File: src/rtl/serial_adder_pkg.sv
// serial_adder_pkg
//   Shared constants for the bit-serial adder: FSM state encoding and the
//   default operand width.
package serial_adder_pkg;

  localparam int DEFAULT_WIDTH = 8;

  // 2-bit state encoding, kept as plain constants so older tools and
  // waveform scripts that expect fixed codes keep working.
  localparam logic [1:0] ST_IDLE = 2'd0;
  localparam logic [1:0] ST_RUN  = 2'd1;
  localparam logic [1:0] ST_DONE = 2'd2;

endpackage : serial_adder_pkg

File: src/rtl/serial_adder_full_adder.sv
// full_adder
//   Combinational 1-bit full adder; the only arithmetic cell in the
//   serial adder datapath.
//   Ports:
//     x, y  : operand bits
//     cin   : carry in
//     s     : sum bit      (x ^ y ^ cin)
//     cout  : carry out    (majority of x, y, cin)
module full_adder (
  input  logic x,
  input  logic y,
  input  logic cin,
  output logic s,
  output logic cout
);

  assign s    = x ^ y ^ cin;
  assign cout = (x & y) | (x & cin) | (y & cin);

endmodule : full_adder

File: src/rtl/serial_adder.sv
// serial_adder
//   Bit-serial unsigned adder. On an accepted start the operands and carry-in
//   are captured, then one bit per clock (LSB first) is pushed through a
//   single full adder and a carry flop. The result is registered on the
//   completing edge and held until the next operation completes.
//   Ports:
//     clk    : rising-edge clock
//     rst_n  : asynchronous active-low reset
//     start  : request, accepted in IDLE or DONE
//     a, b   : operands, captured on accepted start
//     cin    : carry-in, captured on accepted start
//     busy   : high while bits are being processed
//     done   : one-cycle completion pulse
//     sum    : registered result a+b+cin (low WIDTH bits)
//     cout   : registered carry-out of the MSB
module serial_adder
  import serial_adder_pkg::*;
#(
  parameter int WIDTH = DEFAULT_WIDTH
) (
  input  logic             clk,
  input  logic             rst_n,
  input  logic             start,
  input  logic [WIDTH-1:0] a,
  input  logic [WIDTH-1:0] b,
  input  logic             cin,
  output logic             busy,
  output logic             done,
  output logic [WIDTH-1:0] sum,
  output logic             cout
);

  // A 1-bit counter is still needed when WIDTH=1 so the compare is legal.
  localparam int              CNT_W    = (WIDTH > 1) ? $clog2(WIDTH) : 1;
  localparam logic [CNT_W-1:0] LAST_BIT = CNT_W'(WIDTH - 1);

  logic [1:0]       r_state;
  logic [WIDTH-1:0] r_a;
  logic [WIDTH-1:0] r_b;
  logic [WIDTH-1:0] r_acc;
  logic             r_carry;
  logic [CNT_W-1:0] r_cnt;
  logic [WIDTH-1:0] r_sum;
  logic             r_cout;

  logic             w_s;
  logic             w_c;
  logic [WIDTH-1:0] w_acc_next;

  full_adder u_full_adder (
    .x    (r_a[0]),
    .y    (r_b[0]),
    .cin  (r_carry),
    .s    (w_s),
    .cout (w_c)
  );

  // Accumulator shifts right with the new sum bit entering at the MSB, so
  // after WIDTH shifts bit 0 of the result sits at bit 0. Written as shift
  // and OR so it stays legal for WIDTH=1.
  assign w_acc_next = (r_acc >> 1) | (WIDTH'(w_s) << (WIDTH - 1));

  // NOTE: all state below is updated with non-blocking assignments so every
  // flop samples the pre-edge values of the others, exactly like hardware.
  always_ff @(posedge clk or negedge rst_n) begin
    if (!rst_n) begin
      r_state <= ST_IDLE;
      r_a     <= '0;
      r_b     <= '0;
      r_acc   <= '0;
      r_carry <= 1'b0;
      r_cnt   <= '0;
      r_sum   <= '0;
      r_cout  <= 1'b0;
    end else begin
      case (r_state)
        // DONE re-accepts start exactly like IDLE, giving one result every
        // WIDTH+1 cycles when start is held high.
        ST_IDLE, ST_DONE: begin
          if (start) begin
            r_a     <= a;
            r_b     <= b;
            r_carry <= cin;
            r_acc   <= '0;
            r_cnt   <= '0;
            r_state <= ST_RUN;
          end else begin
            r_state <= ST_IDLE;
          end
        end

        // start is deliberately not looked at here: no recapture, no queue.
        ST_RUN: begin
          r_carry <= w_c;
          r_a     <= r_a >> 1;
          r_b     <= r_b >> 1;
          r_acc   <= w_acc_next;
          r_cnt   <= r_cnt + CNT_W'(1);
          if (r_cnt == LAST_BIT) begin
            // Result registers move only on the completing edge.
            r_sum   <= w_acc_next;
            r_cout  <= w_c;
            r_state <= ST_DONE;
          end
        end

        default: r_state <= ST_IDLE;
      endcase
    end
  end

  // Status decoded purely from registered state.
  assign busy = (r_state == ST_RUN);
  assign done = (r_state == ST_DONE);
  assign sum  = r_sum;
  assign cout = r_cout;

endmodule : serial_adder

File: config.mk
export PLATFORM = sky130hd
export DESIGN_NAME = serial_adder
export DESIGN_NICKNAME = d
export VERILOG_FILES = /design/src/rtl/serial_adder_pkg.sv /design/src/rtl/serial_adder_full_adder.sv /design/src/rtl/serial_adder.sv
export SDC_FILE = /design/constraint.sdc
export NUM_CORES = 1
export LEC_CHECK = 0
export CORE_ASPECT_RATIO = 1.5
export CORE_MARGIN = 2
export CORE_UTILIZATION = 61
export CTS_CLUSTER_SIZE = 28
export DETAILED_ROUTE_END_ITERATION = 8
export DONT_BUFFER_PORTS = 1
export HOLD_SLACK_MARGIN = 0.05
export PLACE_DENSITY_LB_ADDON = 0.08
export SLEW_MARGIN = 30
export SYNTH_ARGS = -nofsm -noshare
export SYNTH_HDL_FRONTEND = slang
export SYNTH_SLANG_ARGS = --single-unit
File: constraint.sdc
create_clock -name clk -period 1.6 [get_ports clk]
set_input_delay 0.16 -clock clk [delete_from_list [all_inputs] [get_ports clk]]
set_output_delay 0.16 -clock clk [all_outputs]
set_load 0.005 [all_outputs]
# Word-level counts from Yosys, hierarchy flattened
# Cells that the tools add are included.
[totals] register_bits=39
[classes] n_addsub=1 eq_ne=5 muxes=13 bitwise_logic=8 n_reduce_logical=5
[op_table] operator="$pmux 8 s2" count=3
[op_table] operator="$mux 8" count=3
[op_table] operator="$or 7x8->8" count=1
[op_table] operator="$pmux 3 s2" count=1
[op_table] operator="$pmux 2 s2" count=1
[op_table] operator="$reduce_and 2->1" count=2
[op_table] operator="$add 3x1->3 const B" count=1
[op_table] operator="$and 1x1->1" count=3
[op_table] operator="$eq 3x3->1 const B" count=1
[op_table] operator="$mux 3" count=1
[op_table] operator="$eq 2x1->1 const B" count=1
[op_table] operator="$eq 2x2->1 const B" count=1
[op_table] operator="$logic_not 2->1" count=1
[op_table] operator="$mux 1" count=2
[op_table] operator="$mux 2" count=1
[op_table] operator="$ne 2x1->1 const B" count=1
[op_table] operator="$ne 2x2->1 const B" count=1
[op_table] operator="$or 1x1->1" count=2
[op_table] operator="$pmux 1 s2" count=1
[op_table] operator="$reduce_bool 2->1" count=1
[op_table] operator="$reduce_or 2->1" count=1
[op_table] operator="$xor 1x1->1" count=2

# Logic depth before layout (Yosys ltp)
[logic_depth] depth_word=4 depth_mapped=5

# Cells and area by module
# Synthesis repeated with hierarchy kept, for this count alone.
[unflattened] cells_unflattened=159 area_unflattened_um2=1959.4
[modules_own_cells] module="serial_adder" instances=1 cells_per_inst=158 area_per_inst_um2=1939.4 seq_area_each_um2=950.9
[modules_own_cells] module="full_adder" instances=1 cells_per_inst=1 area_per_inst_um2=20.0 seq_area_each_um2=0.0

# Worst setup path before layout
# OpenSTA, ideal clock, no wires.
[synth_path] kind="flip-flop to flip-flop" from="register r_cnt[0]" to="register r_cnt[2]" setup_time_ns=0.121 arrival_ns=1.269 required_time_ns=1.479 path_slack_ns=0.210 path_stages_with_launch=5 period_less_slack_ns=1.390 cell_sequence="dfrtp_1 > ha_1 > ha_1 > mux2_1 > a22o_1"
[synth_between] elab_chain_cells=2
[synth_lines] element="start, declared" line="serial_adder.sv:42" rtl="logic [CNT_W-1:0] r_cnt;"
[synth_lines] element="start signal, assigned" line="serial_adder.sv:98" rtl="r_cnt <= r_cnt + CNT_W'(1);"
[synth_lines] element="$add 3x1->3" line="serial_adder.sv:98"
[synth_lines] element="$pmux 3 s2" line="serial_adder.sv:76" rtl="case (r_state)"
# No other way between the ends.
# A chain may end at the register's enable or synchronous reset.

# Worst setup path after layout
[layout_path] from="register r_cnt[0]" to="register r_sum[1] (netlist: sum[1])"
[layout_between] elab_chain_cells=2
[layout_lines] element="$eq 3x3->1" line="serial_adder.sv:99" rtl="if (r_cnt == LAST_BIT) begin"
[layout_lines] element="$reduce_and 2->1 (no source line)"
[layout_lines] element="end signal, assigned" line="serial_adder.sv:101" rtl="r_sum <= w_acc_next;"
[layout_lines] element="end, declared" line="serial_adder.sv:43" rtl="logic [WIDTH-1:0] r_sum;"
# No other way between the ends.

==> run metrics <==
worst path cell trace ha_1 > ha_1 > nand2_4 > mux2_4; # rows 24; met1 WL 1300 um; vias 1,073; worst path bufs/invs 0; Crit Path Max Fanout 10; drt total wl 3030 um; pwr/cell area 1890 mW/mm2; CP arrival 1.69 ns; slowest CP cell dfrtp_1; fmax 0.654 GHz; area delta synth->final 7.71%; final hold violations 0; cell mode on critical path ha_1; slowest stage delay, CP 0.41 ns; Mapped Area 0.00178 mm2; Routed wire per std cell 16.2 um; most common cell after layout, fill and taps aside dfrtp_1; ys async rst share 100%; DRC Markers 0; largest net degree at the start of global routing 39; H-tree levels 2; Die Y 70.2 um; fin crit share 95.6%; Top delay family on crit path adder cells; share of cells above drive strength 1 19.6%; CTS tree yes; clock root buffer clkbuf_8; P_leak 0.909 nW; DRT Pass-1 Iters 4; Ant. Diodes 0; Remaining Overflow, GRT 0; total CTS buffers 5; status finished, final reports clean; worst slew pin tran 0.391 ns; Max Cap Viol 0; worst hold slack 0.0605 ns; met3 wire len 139 um; die area 0.00338 mm2; Final GP Congestion 0.789; placed cell areas 0.00181 mm2; Cells after Synth 143; GRT Overall Usage 20.0%; Fin Clk Skew 0.00380 ns; Final Slew Violations 0; average cell area after synthesis 12.5 um2; most frequent cells in the layout 38 x dfrtp_1, 15 x a21oi_1, 11 x inv_1, 11 x a22o_1; final instance area 0.00192 mm2; Buffers on Ports 0; Hold WC Path Type in -> reg; RSZ-0062 raised after global routing no; clk slew on worst S/H paths 0.07 ns; Unique masters post-synth 26; synth warn 0; CP Capture Type flop; drt initial violations 17; nature of the critical path startpoint flop; vias in the first global route 1,031; sum of negative setup slack 0 ns; Tot Pwr 3.63 mW; synthesized flop and latch total 38; cell taking the most area after synthesis dfrtp_1; Max Root-Sink Buffers 2; WL met2 1520 um; sequential cell area fraction in the yosys report 53.3%; Ports 31; EDFF count, synth 0; Starting Density 62.5%; Post-CTS Setup Inserts 0; WP data required 1.76 ns; clk sinks 38; HPWL Detailed 2160 um; clock latency on the worst-skew pair 0.28 ns; slew margin rel. 73.9%; Synth area leaders dfrtp_1 53%, mux2_4 7.6%, a22o_1 5.4%, a21oi_1 4.2%, mux2i_1 3.9%; Layout Cells excl Fill 187; WS Path Type reg -> reg; initial antenna violation count 0; syn_nets 166; Chip Width 48.2 um; IR drop worst, VDD 0.00109 V; Synth top area share 53.3%; dpl cells 177; nets@finish 171; Final ANT Viol Nets 0; CTS resizes 0; global-route wire length before repair 4840 um; Setup violations, final 0; Vias/cell 5.74; Main synth FF type dfrtp_1; # hold bufs at CTS 3; core footprint 0.00285 mm2; fin crit period 1.53 ns; top sig layer met4
-- synthesized netlist by cell type (4+ instances only) --
master and count:
mux2_4 9, a21oi_1 15, mux2_2 6, inv_1 11, nor2b_1 7, a211oi_1 6
o22ai_1 9, buf_2 4, a22o_1 11, dfrtp_1 38, mux2i_1 7
-- report_power, final --
| group | internal (mW) | leakage [nW] | total [mW] | switching, mW |
|---|---|---|---|---|
| Combinational | 0.722 | 0.406 | 1.30 | 0.579 |
| Sequential | 1.39 | 0.465 | 1.74 | 0.346 |
| Clock | 0.300 | 0.0383 | 0.597 | 0.297 |
| Total | 2.41 | 0.909 | 3.63 | 1.22 |
-- cell families (layout without fill, tap and decap cells) --
logic type	Yosys count	count (layout)	share of synthesized area [%]
buf+inv	21	26	5.75
fa+ha+maj	3	3	2.52
compound gates	44	44	16.3
xor+xnor	1	1	0.491
mux	24	24	16.5
flops	38	38	53.3
simple gates	12	12	5.12
-- metrics by stage --
stage / utilization [%] / worst slack, ns
floorplan: - / 0.210
global placement: 63.3 / 0.129
detailed placement: 63.3 / 0.113
CTS: 67.4 / 0.0922
global route: 67.4 / 0.0480
finish: 67.4 / 0.0704
-- final timing paths --
check                           startpoint     end  slack, ns  depth (start not counted)
min in group asynchronous            rst_n  sum[6]       0.35                          2
worst min-delay path                  a[3]  r_a[3]       0.06                          2
worst min register to register      r_a[1]  r_a[1]       0.51                          2
worst max-delay path              r_cnt[0]  sum[1]       0.07                          4
worst max register to register    r_cnt[0]  sum[1]       0.07                          4
max in group asynchronous            rst_n  r_b[5]       1.07                          2
-- per-layer routing --
metal	vias up	track usage, %
li1	526	-
met1	512	27.3
met2	29	29.4
met3	6	6.72
met4	0	6.91
met5	-	0
-- state kept, by name (all words and copies together), names as in the netlist --
register  cells
r_state       2
r_cnt         3
r_carry       1
r_b           8
cout          1
r_acc         7
sum           8
r_a           8
-- cell type report --
type / instances / area, um2
repair buffers: 7 / 70.1
inverters: 12 / 45.0
flip-flops and latches: 38 / 951
fillers: 217 / 931
multi-input cells: 84 / 731
clock buffers: 7 / 76.3
well taps: 39 / 48.8
Note: power is estimated with default switching activity, not from simulation.
